===== src/rtl/adaptive_threshold_sequencer_pkg.sv =====
// ----------------------------------------------------------------------------
// adaptive_threshold_sequencer_pkg
//
// Shared definitions for the adaptive-thresholding pipeline:
//   - default image dimensions (log2), shared with the mean and binarize stages
//   - 3-bit state encoding of the top-level sequencer
// ----------------------------------------------------------------------------
package adaptive_threshold_sequencer_pkg;

    // Default image geometry (log2 of width / height).
    localparam int DEFAULT_WIDTH_BITS  = 8;
    localparam int DEFAULT_HEIGHT_BITS = 8;

    // Sequencer state encoding.
    localparam logic [2:0] ST_IDLE_ENC      = 3'd0;
    localparam logic [2:0] ST_CALC_RUN_ENC  = 3'd1;
    localparam logic [2:0] ST_BIN_RUN_ENC   = 3'd2;
    localparam logic [2:0] ST_BIN_DRAIN_ENC = 3'd3;
    localparam logic [2:0] ST_DONE_ENC      = 3'd4;
    localparam logic [2:0] ST_ERROR_ENC     = 3'd5;

    typedef enum logic [2:0] {
        ST_IDLE      = ST_IDLE_ENC,
        ST_CALC_RUN  = ST_CALC_RUN_ENC,
        ST_BIN_RUN   = ST_BIN_RUN_ENC,
        ST_BIN_DRAIN = ST_BIN_DRAIN_ENC,
        ST_DONE      = ST_DONE_ENC,
        ST_ERROR     = ST_ERROR_ENC
    } seq_state_t;

endpackage


===== src/rtl/adaptive_threshold_sequencer_sat_counter.sv =====
// ----------------------------------------------------------------------------
// sat_counter
//
// Up-counter that sticks at all-ones instead of wrapping.
//   clock   : rising-edge clock
//   reset   : synchronous, active-high; clears the count
//   clear   : synchronous clear (below reset in priority)
//   enable  : count up by one when not saturated
//   count   : current value
// ----------------------------------------------------------------------------
module sat_counter #(
    parameter int WIDTH = 8
) (
    input  logic             clock,
    input  logic             reset,
    input  logic             clear,
    input  logic             enable,
    output logic [WIDTH-1:0] count
);

    // NOTE: sequential state is assigned with <= so every register samples
    // the pre-edge values, independent of statement order.
    always_ff @(posedge clock) begin
        if (reset) begin
            count <= '0;
        end else if (clear) begin
            count <= '0;
        end else if (enable && (count != '1)) begin
            count <= count + 1'b1;
        end
    end

endmodule


===== src/rtl/adaptive_threshold_sequencer.sv =====
// ----------------------------------------------------------------------------
// adaptive_threshold_sequencer
//
// Runs the local-mean stage, then the binarize stage, then reports done.
// Each stage is held in reset while it is not active; the single image-memory
// read address is muxed from whichever stage is running. A saturating total
// cycle count and a per-stage watchdog are provided.
//
// Ports:
//   clock, reset                  rising-edge clock, synchronous active-high reset
//   iStart                        start request (accepted in IDLE/DONE/ERROR)
//   oBusy, oDone, oError          run status (registered)
//   oCalcReset, iCalcFinished     mean-stage reset / finished handshake
//   oBinReset,  iBinFinished      binarize-stage reset / finished handshake
//   iCalcImageCol/Row             address requested by the mean stage
//   iBinImageCol/Row              address requested by the binarize stage
//   oImageCol/Row                 muxed image-memory address (combinational)
//   oCycles                       cycles spent in the last or current run
// ----------------------------------------------------------------------------
module adaptive_threshold_sequencer
    import adaptive_threshold_sequencer_pkg::*;
#(
    parameter int WIDTH_BITS       = DEFAULT_WIDTH_BITS,
    parameter int HEIGHT_BITS      = DEFAULT_HEIGHT_BITS,
    parameter int STAGE_CNT_BITS   = WIDTH_BITS + HEIGHT_BITS + 2,
    parameter int MAX_STAGE_CYCLES = 2 * (2 ** (WIDTH_BITS + HEIGHT_BITS)),
    parameter int CYCLE_BITS       = 24
) (
    input  logic                   clock,
    input  logic                   reset,
    input  logic                   iStart,
    output logic                   oBusy,
    output logic                   oDone,
    output logic                   oError,
    output logic                   oCalcReset,
    input  logic                   iCalcFinished,
    output logic                   oBinReset,
    input  logic                   iBinFinished,
    input  logic [WIDTH_BITS-1:0]  iCalcImageCol,
    input  logic [HEIGHT_BITS-1:0] iCalcImageRow,
    input  logic [WIDTH_BITS-1:0]  iBinImageCol,
    input  logic [HEIGHT_BITS-1:0] iBinImageRow,
    output logic [WIDTH_BITS-1:0]  oImageCol,
    output logic [HEIGHT_BITS-1:0] oImageRow,
    output logic [CYCLE_BITS-1:0]  oCycles
);

    localparam logic [STAGE_CNT_BITS-1:0] WD_LIMIT =
        STAGE_CNT_BITS'(MAX_STAGE_CYCLES - 1);

    seq_state_t                state;
    logic [STAGE_CNT_BITS-1:0] stage_cnt;

    logic start_accept;
    logic wd_expired;
    logic stage_clear;
    logic stage_enable;
    logic cycle_enable;

    assign start_accept = iStart &&
        ((state == ST_IDLE) || (state == ST_DONE) || (state == ST_ERROR));
    assign wd_expired   = (stage_cnt == WD_LIMIT);

    // The watchdog restarts for each stage: on run start and on the
    // mean -> binarize hand-over.
    assign stage_clear  = start_accept || ((state == ST_CALC_RUN) && iCalcFinished);
    assign stage_enable = (state == ST_CALC_RUN) || (state == ST_BIN_RUN);
    assign cycle_enable = stage_enable || (state == ST_BIN_DRAIN);

    sat_counter #(
        .WIDTH (STAGE_CNT_BITS)
    ) u_stage_counter (
        .clock  (clock),
        .reset  (reset),
        .clear  (stage_clear),
        .enable (stage_enable),
        .count  (stage_cnt)
    );

    sat_counter #(
        .WIDTH (CYCLE_BITS)
    ) u_cycle_counter (
        .clock  (clock),
        .reset  (reset),
        .clear  (start_accept),
        .enable (cycle_enable),
        .count  (oCycles)
    );

    // Status and stage resets are registered alongside the state, so each is
    // written with the value belonging to the state being entered.
    always_ff @(posedge clock) begin
        if (reset) begin
            state      <= ST_IDLE;
            oBusy      <= 1'b0;
            oDone      <= 1'b0;
            oError     <= 1'b0;
            oCalcReset <= 1'b1;
            oBinReset  <= 1'b1;
        end else begin
            case (state)
                ST_IDLE, ST_DONE, ST_ERROR: begin
                    if (iStart) begin
                        state      <= ST_CALC_RUN;
                        oBusy      <= 1'b1;
                        oDone      <= 1'b0;
                        oError     <= 1'b0;
                        oCalcReset <= 1'b0;
                    end
                end
                ST_CALC_RUN: begin
                    // A finished flag on the expiry cycle still counts as success.
                    if (iCalcFinished) begin
                        state      <= ST_BIN_RUN;
                        oCalcReset <= 1'b1;
                        oBinReset  <= 1'b0;
                    end else if (wd_expired) begin
                        state      <= ST_ERROR;
                        oBusy      <= 1'b0;
                        oError     <= 1'b1;
                        oCalcReset <= 1'b1;
                    end
                end
                ST_BIN_RUN: begin
                    if (iBinFinished) begin
                        state <= ST_BIN_DRAIN;
                    end else if (wd_expired) begin
                        state     <= ST_ERROR;
                        oBusy     <= 1'b0;
                        oError    <= 1'b1;
                        oBinReset <= 1'b1;
                    end
                end
                ST_BIN_DRAIN: begin
                    // One extra cycle out of reset lets the binarizer land its
                    // last result write.
                    state     <= ST_DONE;
                    oBusy     <= 1'b0;
                    oDone     <= 1'b1;
                    oBinReset <= 1'b1;
                end
                default: begin
                    state      <= ST_IDLE;
                    oBusy      <= 1'b0;
                    oDone      <= 1'b0;
                    oError     <= 1'b0;
                    oCalcReset <= 1'b1;
                    oBinReset  <= 1'b1;
                end
            endcase
        end
    end

    // NOTE: outputs get a default before the case so no path leaves them
    // unassigned, which would otherwise infer a latch.
    always_comb begin
        oImageCol = '0;
        oImageRow = '0;
        case (state)
            ST_CALC_RUN: begin
                oImageCol = iCalcImageCol;
                oImageRow = iCalcImageRow;
            end
            ST_BIN_RUN, ST_BIN_DRAIN: begin
                oImageCol = iBinImageCol;
                oImageRow = iBinImageRow;
            end
            default: ;
        endcase
    end

endmodule


===== config.mk =====
export PLATFORM = sky130hd
export DESIGN_NAME = adaptive_threshold_sequencer
export DESIGN_NICKNAME = d
export VERILOG_FILES = /design/src/rtl/adaptive_threshold_sequencer_pkg.sv /design/src/rtl/adaptive_threshold_sequencer_sat_counter.sv /design/src/rtl/adaptive_threshold_sequencer.sv
export SDC_FILE = /design/constraint.sdc
export NUM_CORES = 1
export LEC_CHECK = 0
export ABC_AREA = 1
export ABC_CLOCK_PERIOD_IN_PS = 2500
export BUFFER_PORTS_ARGS = -buffer_cell sky130_fd_sc_hd__buf_2
export CORE_MARGIN = 8
export CORE_UTILIZATION = 45
export DETAILED_ROUTE_END_ITERATION = 12
export HOLD_SLACK_MARGIN = 0.08
export PLACE_DENSITY_LB_ADDON = 0.3
export SLEW_MARGIN = 40
export SYNTH_ARGS = -nofsm -noshare
export SYNTH_HDL_FRONTEND = slang
export SYNTH_SLANG_ARGS = --single-unit

===== constraint.sdc =====
create_clock -name clock -period 2.5 [get_ports clock]
set_input_delay 0.375 -clock clock [delete_from_list [all_inputs] [get_ports clock]]
set_output_delay 0.375 -clock clock [all_outputs]
set_load 0.03 [all_outputs]

==> impl_metrics.csv, run 1 <==
group,metric,value,unit
synth,syn_area,0.00332,mm²
synth,synth.distinct_cells,31,
routing,wl_per_cell,13.0,µm
worst_hold_path,hold_depth,2,
layout,layout_commonest_cell,"nand2_1",
synth,synth-seq-cells,50,
timing,tightest_slew,0.488,ns
synth,syn_area_per_cell,6.52,µm²
synth,synthFlopType,"dfxtp_1",
pwr,power_density,738,mW/mm²
synth,synth_top_area_share,30.1,%
layout,layout_common_cells,"166 x nand2_1, 81 x buf_2, 64 x nor2_1",
critical_path,cp_max_fo,19,
clock_network,cts_resized,0,
clock_network,numCtsBuffers,5,
floorplan,fp-row-count,31,
routing,wl,8.92,mm
global_route,grt_pass1_vias,3223,
timing,finClkSkew,0.00911,ns
routing,drt-initial-drc-count,132,
routing,drc,0,
global_route,use_met3,3.27,%
synth,yosys_warnings,0,
timing,slew_violations,0,
timing,min_period,2.01,ns
synth,synth_edf_count,0,
clock_network,clockBufferDepth,2,
pwr,ir_worst_vdd,0.276,mV
floorplan,fp.dieArea,0.0104,mm²
routing,via_per_inst,5.05,
critical_path,critPathCaptureType,"flop",
place,dpl.hpwl,6.85,mm
global_route,grt_use_total,17.1,%
timing,rsz0062_at_grt,"no",
global_route,grt_max_degree,24,
timing,fin_setup_tns,0,ns
timing,hold_viol,0,
synth,synthTopCellsByArea,"dfxtp_1 30%, nand2_1 19%, nor2_1 7.2%",
pwr,p_total,2.88,mW
timing,fmax,0.496,GHz
timing,worst_slack,0.486,ns
global_route,top_usage_layer,"met2",
clock_network,numClockSinks,50,
clock_network,clk_latency,0.31,ns
floorplan,start_util,46.0,%
global_route,antenna_found_initial,0,
run_status,status,"complete, no violations",
timing,slew_headroom,67.4,%
floorplan,dieWidth,102,µm
routing,antenna_left,0,
floorplan,io_pins,82,
synth,syn_inst,509,
critical_path,reg2reg_depth,7,
routing,num_vias,3479,
layout,diodes,0,
timing,fin_crit_sh,80.6,%
clock_network,cts_root_buf,"clkbuf_8",
worst_hold_path,holdCritPathClass,"input port to flop",
place,port_buffers,81,
layout,drive_gt1_share,22.5,%
routing,dr.pass1.iters,4,
clock_network,cts_tree,"done",
clock_network,post_cts_buffers,0,
place,place.gp.congestion,0.882,
global_route,grt_remaining_overflow,0,
global_route,grt_first_pass_wirelength,14.6,mm
critical_path,required,2.75,ns
critical_path,critPathLaunchType,"flop",
synth,synthArstFlopShare,0,%
timing,setup_violations,0,
synth,synth_nets,548,
layout,nFillCells,736,
synth,synth_largest_area_cell,"dfxtp_1",
layout,area_delta_synth_final,17.6,%
critical_path,crit_type,"flop to flop",
layout,stdcell_count,689,
place,pre_cts_slack,0.498,ns
pwr,power_leakage,1.63,nW
clock_network,path_clk_slew,0.09,ns
place,dpl.cell_count,681,
floorplan,die_h,102,µm
flow_run,drv_cap,0,
synth,yosysSeqAreaShare,30.1,%
global_route,met1_usage,21.4,%
critical_path,crit_arrival,2.26,ns
global_route,use_met2,28.4,%
floorplan,core_area,0.00721,mm²
layout,nNetsFinal,628,
clock_network,hold_buffers,0,
clock_network,htreeDepth,2,
[critical path: stages, from the launching register on]
cell	delay, ns
dfxtp_1	0.42
nand3_1	0.20
nand2_2	0.34
nor2_2	0.09
a21oi_2	0.39
buf_4	0.27
o21ai_0	0.12
a21oi_2	0.12
[synthesized netlist by cell type (9+ instances only)]
| library cell | number |
|---|---|
| nand2_1 | 166 |
| nor2_1 | 64 |
| dfxtp_1 | 50 |
| inv_1 | 42 |
| nand3_1 | 34 |
| a21oi_1 | 30 |
| a21oi_2 | 16 |
| a22o_1 | 16 |
| xnor2_1 | 14 |
| xor2_1 | 11 |
| o21ai_0 | 9 |
[power by group]
group	switching (mW)	internal, mW
Combinational	1.02	0.390
Clock	0.270	0.300
Sequential	0.0543	0.852
[cells by family (layout without fill, tap and decap cells)]
| family | Yosys count | after routing | synth area share (%) |
|---|---|---|---|
| DFF | 50 | 50 | 30.1 |
| xor gates and xnor gates | 25 | 25 | 6.59 |
| AOI/OAI and AO/OA | 74 | 74 | 14.9 |
| and+or+nand+nor | 300 | 300 | 40.1 |
| buffers and inverters | 58 | 139 | 7.54 |
| adders and majority gates | 2 | 2 | 0.753 |
[registers in the layout (all words and copies together), names as in the netlist]
register and flops:
u_cycle_counter.count 24, u_stage_counter.count 18, state 3, oBinReset 1, oBusy 1, oCalcReset 1, oDone 1, oError 1
[final timing paths]
path,startpoint,to,slack [ns]
worst max-delay path,state[0]$_SDFFE_PP0P_,u_cycle_counter.count[9]$_SDFFE_PP0P_,0.49
worst min-delay path,reset,oDone$_SDFFE_PP0P_,0.31
worst max register to register,state[0]$_SDFFE_PP0P_,u_cycle_counter.count[9]$_SDFFE_PP0P_,0.49
worst min register to register,oError$_SDFFE_PP0P_,oError$_SDFFE_PP0P_,0.45
[final cells by class]
class	instances	area (µm²)	area share (%)
Clock buffer	7	76.3	1.95
Clock inverter	1	30.0	0.769
Inverter	47	176	4.52
Multi-Input combinational cell	401	2070	53.0
Sequential cell	50	1000	25.6
Tap cell	99	124	3.17
Timing Repair Buffer	84	428	11.0
[layer usage]
layer | share of wire (%) | up-vias
li1 | - | 1798
met1 | 46 | 1582
met2 | 48 | 81
met3 | 4.0 | 18
met4 | 2.1 | 0
met5 | 0 | -
[through the flow]
step	instance area, µm²	hold slack [ns]	util, %
floorplan	3320	0.444	-
global placement	3800	0.436	52.7
detailed placement	3800	0.436	52.7
CTS	3910	0.303	54.1
global route	3910	0.305	54.1
finish	3910	0.309	54.1
Power figures use the tool's default switching activity.
==> run 2, diff against run 1 <==
Settings changed: ABC_CLOCK_PERIOD_IN_PS 2500 to 1600.
Clock period 2.5 ns to 1.6 ns, I/O delays scaled along.
==> run 2 against run 1 <==
Against the previous run:
- clock power is 42% higher
- total power is 91% higher
- sequential cell count stayed put
- setup slack worse by 0.60 ns
- the run now ends with negative setup slack left
- non-clock buffer count is 42 higher
- final area is 16% higher
- global-route usage is 1.2 points higher
- final cell count is 6.5% higher
- die area stayed put
- register-to-register slack worse by 0.44 ns
==> impl_metrics.csv, run 2 (same netlist as run 1, synthesis figures left out) <==
group,metric,value,unit
run_status,status,"finished, violations left",
run_status,violations,"negative setup slack",
critical_path,max_stage_delay,0.35,ns
floorplan,start_util,46.0,%
global_route,grt_pass1_vias,3501,
worst_hold_path,hold_end,"state[0]$_SDFFE_PP0P_",
critical_path,r2r-start,"state[2]$_SDFFE_PP0P_",
floorplan,fp.dieArea,0.0104,mm²
layout,layout_common_cells,"165 x nand2_1, 65 x buf_2, 60 x nor2_1",
routing,num_vias,3883,
critical_path,required,1.36,ns
global_route,grt_remaining_overflow,0,
clock_network,cts_tree,"done",
layout,layout_commonest_cell,"nand2_1",
place,place.gp.congestion,0.880,
clock_network,cts_root_buf,"clkbuf_8",
timing,fmax,0.584,GHz
place,post_dp_cell_area,0.00409,mm²
flow_run,drv_cap,0,
global_route,top_usage_layer,"met2",
floorplan,dieWidth,102,µm
timing,worst_slack,-0.112,ns
critical_path,reg2reg_depth,10,
critical_path,critPathCaptureType,"primary output",
clock_network,clk_latency,0.31,ns
routing,drc,0,
global_route,grt_use_total,18.2,%
global_route,grt_max_degree,24,
layout,drive_gt1_share,31.8,%
routing,via_per_inst,5.29,
floorplan,die_h,102,µm
global_route,met1_usage,20.7,%
critical_path,cp_cell_sequence,"inv_4 > nand3_2 > nand2_4 > buf_12 > a22o_1 > buf_6",
routing,wl,11.1,mm
floorplan,io_pins,82,
timing,setup_violations,16,
clock_network,htreeDepth,2,
clock_network,hold_buffers,0,
routing,antenna_left,0,
clock_network,clockBufferDepth,2,
floorplan,core_area,0.00721,mm²
layout,largest_register_ffs,24,
timing,slew_violations,0,
timing,rsz0062_at_grt,"yes",
timing,hold_viol,0,
critical_path,path_buf_inv,3,
clock_network,path_clk_slew,0.11,ns
layout,reg.largest.list,"u_cycle_counter.count: 24 flops, u_stage_counter.count: 18 flops, state: 3 flops",
pwr,power_density,1220,mW/mm²
worst_hold_path,hold_depth,2,
pwr,p_total,5.52,mW
global_route,grt_first_pass_wirelength,15.5,mm
worst_hold_path,hold_start,"reset",
place,port_buffers,81,
clock_network,numClockSinks,50,
clock_network,numCtsBuffers,5,
critical_path,cpMaxStageDelayCell,"dfxtp_2",
layout,post-route-cell-area,0.00453,mm²
layout,diodes,0,
critical_path,critPathLaunchType,"flop",
critical_path,crit_type,"flop to primary output",
critical_path,critical_path.top_delay_family,"buffers and inverters",
routing,wl_per_cell,15.2,µm
routing,drt-initial-drc-count,164,
global_route,antenna_found_initial,0,
worst_hold_path,holdCritPathClass,"input port to flop",
layout,area_delta_synth_final,36.4,%
timing,fin_crit_sh,107,%
timing,finClkSkew,0.0149,ns
critical_path,cp_max_fo,18,
pwr,ir_worst_vdd,0.505,mV
timing,tightest_slew,0.312,ns
place,dpl.hpwl,7.30,mm
layout,regMostFlops,"u_cycle_counter.count",
timing,min_period,1.71,ns
timing,slew_headroom,79.1,%
routing,dr.pass1.iters,4,
global_route,use_met2,32.1,%
critical_path,reg2reg_slack,0.05,ns
global_route,use_met3,4.36,%
critical_path,r2r-end,"u_stage_counter.count[10]$_SDFFE_PP0P_",
critical_path,crit_arrival,1.47,ns
layout,nNetsFinal,673,
pwr,power_leakage,1.92,nW
floorplan,fp-row-count,31,
run 2: timing repair:
item                       4_1_cts  5_1_grt
hold endpoints to repair         0        0
resized for setup               25       42
pin swaps                        0       11
cloned                           0        4
buffers inserted                 1        6
setup endpoints to repair       25       55
run 2: per-stage QoR:
stage               setup TNS [ns]  util (%)  hold WS, ns  instances  worst slack, ns
global placement                 0      56.7        0.441        715           0.0599
detailed placement               0      56.7        0.444        715           0.0107
CTS                          -1.41      59.1        0.145        724          -0.0958
floorplan                        0         -        0.309        509          0.00112
finish                       -1.42      62.8        0.162        734           -0.112
global route                 -3.24      62.8        0.167        734           -0.172
run 2: layer usage:
layer  routed length, µm  vias up
met4                 367        0
met1                4340     1804
met3                 710       38
met5                   0        -
met2                5710      151
li1                    -     1890
run 2: final cells by class:
class,count,area [µm²]
well taps,99,124
flip-flops and latches,50,1020
multi-input cells,404,2200
clock buffers,6,82.6
fillers,641,2690
inverters,47,189
repair buffers,126,898
clock inverters,2,11.3
run 2: where the power goes:
| part | internal (mW) | switching, mW | total, mW | leakage, nW |
|---|---|---|---|---|
| clock network | 0.351 | 0.457 | 0.808 | 0.0515 |
| logic | 1.23 | 2.04 | 3.27 | 1.46 |
| registers | 1.36 | 0.0875 | 1.44 | 0.410 |
run 2: worst max-delay path by stage:
| stage | cells after the start | endpoint | slack, ns | from |
|---|---|---|---|---|
| after detailed placement | 9 | u_stage_counter.count[9]$_SDFFE_PP0P_ | 0.01 | u_stage_counter.count[1]$_SDFFE_PP0P_ |
| final | 6 | oImageRow[1] | -0.11 | state[2]$_SDFFE_PP0P_ |
| after global routing | 6 | oImageRow[7] | -0.17 | state[2]$_SDFFE_PP0P_ |
| after CTS | 6 | oImageRow[7] | -0.1 | state[1]$_SDFFE_PP0P_ |
| after floorplan | 9 | u_cycle_counter.count[12]$_SDFFE_PP0P_ | 0.001 | u_cycle_counter.count[4]$_SDFFE_PP0P_ |
| after global placement | 9 | u_stage_counter.count[14]$_SDFFE_PP0P_ | 0.06 | u_stage_counter.count[1]$_SDFFE_PP0P_ |
run 2: worst register-to-register path, stage by stage, from the launching register on:
cell	delay [ns]
dfxtp_2	0.35
inv_4	0.09
nand2_1	0.08
nand2_1	0.14
inv_1	0.11
nand2_1	0.09
nand2_1	0.08
inv_2	0.13
nand2_2	0.07
buf_4	0.20
a21oi_1	0.14
==> run 3, diff against run 2 <==
Settings changed: RECOVER_POWER from default to 100.
==> run 3 against run 2 <==
Against the previous run:
- the run still ends with negative setup slack left
- clock skew increased by 0.0022 ns
- register-to-register slack about the same
- first-iteration DRC count decreased by 3.0%
- die area unchanged
- largest power group unchanged
- highest routed layer unchanged
==> impl_metrics.csv, run 3 (same netlist as run 1, synthesis figures left out) <==
group,metric,value,unit
run_status,status,"finished, violations left",
run_status,violations,"negative setup slack",
layout,area_delta_synth_final,35.3,%
routing,route.met2.wl,5.75,mm
routing,via_per_inst,5.33,
layout,layout_commonest_cell,"nand2_1",
layout,diodes,0,
timing,rsz0062_at_grt,"yes",
worst_hold_path,hold_start,"reset",
worst_hold_path,holdCritPathClass,"input port to flop",
timing,fin_crit_sh,107,%
flow_run,drv_cap,0,
layout,regMostFlops,"u_cycle_counter.count",
global_route,grt_first_pass_wirelength,15.5,mm
place,dpl.hpwl,7.30,mm
routing,antenna_left,0,
routing,met1_length,4.28,mm
timing,finClkSkew,0.0171,ns
floorplan,start_util,46.0,%
layout,final_util,62.3,%
global_route,antenna_found_initial,0,
routing,dr.pass1.iters,5,
clock_network,cts_root_buf,"clkbuf_8",
timing,tightest_slew,0.404,ns
critical_path,cp_max_fo,18,
layout,stdcell_count,734,
routing,wl,11.1,mm
timing,slew_headroom,73.1,%
floorplan,fp-row-count,31,
layout,reg.largest.list,"u_cycle_counter.count: 24 flops, u_stage_counter.count: 18 flops, state: 3 flops",
global_route,grt_pass1_vias,3501,
clock_network,cts_tree,"done",
floorplan,fp.dieArea,0.0104,mm²
critical_path,reg2reg_slack,0.04,ns
layout,layout_common_cells,"165 x nand2_1, 60 x nor2_1, 41 x buf_4",
pwr,ir_worst_vdd,0.503,mV
timing,fmax,0.585,GHz
clock_network,path_clk_slew,0.11,ns
critical_path,critPathCaptureType,"primary output",
timing,worst_slack,-0.108,ns
place,place.gp.congestion,0.880,
critical_path,crit_start,"state[2]$_SDFFE_PP0P_",
clock_network,numClockSinks,50,
timing,hold_viol,0,
floorplan,io_pins,82,
layout,drive_gt1_share,27.2,%
clock_network,clk_latency,0.32,ns
pwr,power_leakage,1.80,nW
routing,met3WireLength,733,µm
global_route,grt_use_total,18.2,%
place,port_buffers,81,
critical_path,crit_arrival,1.47,ns
clock_network,htreeDepth,2,
routing,drt-initial-drc-count,159,
critical_path,crit_type,"flop to primary output",
critical_path,critPathLaunchType,"flop",
pwr,power_density,1230,mW/mm²
critical_path,r2r-start,"state[2]$_SDFFE_PP0P_",
clock_network,clockBufferDepth,2,
global_route,grt_remaining_overflow,0,
routing,drc,0,
routing,dr.max_layer_used,"met4",
layout,nFillCells,654,
timing,slew_violations,0,
layout,nNetsFinal,673,
floorplan,core_area,0.00721,mm²
timing,setup_violations,16,
floorplan,dieWidth,102,µm
clock_network,numCtsBuffers,5,
timing,min_period,1.71,ns
routing,wl_per_cell,15.2,µm
place,dpl.cell_count,715,
global_route,grt_max_degree,24,
routing,num_vias,3909,
floorplan,die_h,102,µm
critical_path,required,1.36,ns
layout,largest_register_ffs,24,
run 3: changes by cell type in the layout (fill, tap and decap cells not counted):
cell      delta
clkbuf_1    +29
buf_2       -29
run 3: report_power, final:
group / switching [mW] / internal (mW) / total (mW)
combinational: 2.04 / 1.21 / 3.26
sequential: 0.0871 / 1.36 / 1.44
clock: 0.463 / 0.351 / 0.813
run 3: worst paths after layout:
check / endpoint / cells after the start
worst min-delay path: state[0]$_SDFFE_PP0P_ / 2
worst max register to register: u_stage_counter.count[10]$_SDFFE_PP0P_ / 10
worst max-delay path: oImageCol[6] / 6
worst min register to register: oError$_SDFFE_PP0P_ / 2
run 3: layout make-up:
class | count | area, µm² | share of cell area [%]
tap | 99 | 124 | 2.76
timing repair buffer | 126 | 862 | 19.2
clock inverter | 2 | 11.3 | 0.251
sequential | 50 | 1020 | 22.8
multi-input combinational | 404 | 2200 | 49.0
inverter | 47 | 189 | 4.20
clock buffer | 6 | 82.6 | 1.84
run 3: what timing repair did:
action / in CTS / in global routing
endpoints found under the setup margin: 25 / 55
setup buffers: 1 / 6
gates resized for setup: 25 / 42
pin swaps: 0 / 11
endpoints found under the hold margin: 0 / 0
hold buffers: 0 / 0
cloned: 0 / 4
run 3: worst max-delay path, cell delays in order (launching register included):
cell     delay [ns]
dfxtp_2        0.35
inv_4          0.09
nand3_2        0.12
nand2_4        0.11
buf_12         0.15
a22o_1         0.17
buf_6          0.15
run 3: per-layer routing:
| layer | vias up | GRT usage, % |
|---|---|---|
| li1 | 1893 | - |
| met1 | 1810 | 20.7 |
| met2 | 165 | 32.1 |
| met3 | 41 | 4.36 |
| met4 | 0 | 7.00 |
| met5 | - | 0 |
run 3: through the flow:
step | area, µm² | power (mW) | TNS, ns | hold slack [ns] | setup slack, ns
global placement | 4090 | 3.89 | 0 | 0.441 | 0.0599
floorplan | 3340 | 3.19 | 0 | 0.309 | 0.00112
global route | 4490 | 5.77 | -3.24 | 0.167 | -0.172
detailed placement | 4090 | 3.92 | 0 | 0.444 | 0.0107
CTS | 4270 | 4.91 | -1.41 | 0.145 | -0.0958
finish | 4490 | 5.51 | -1.34 | 0.156 | -0.108
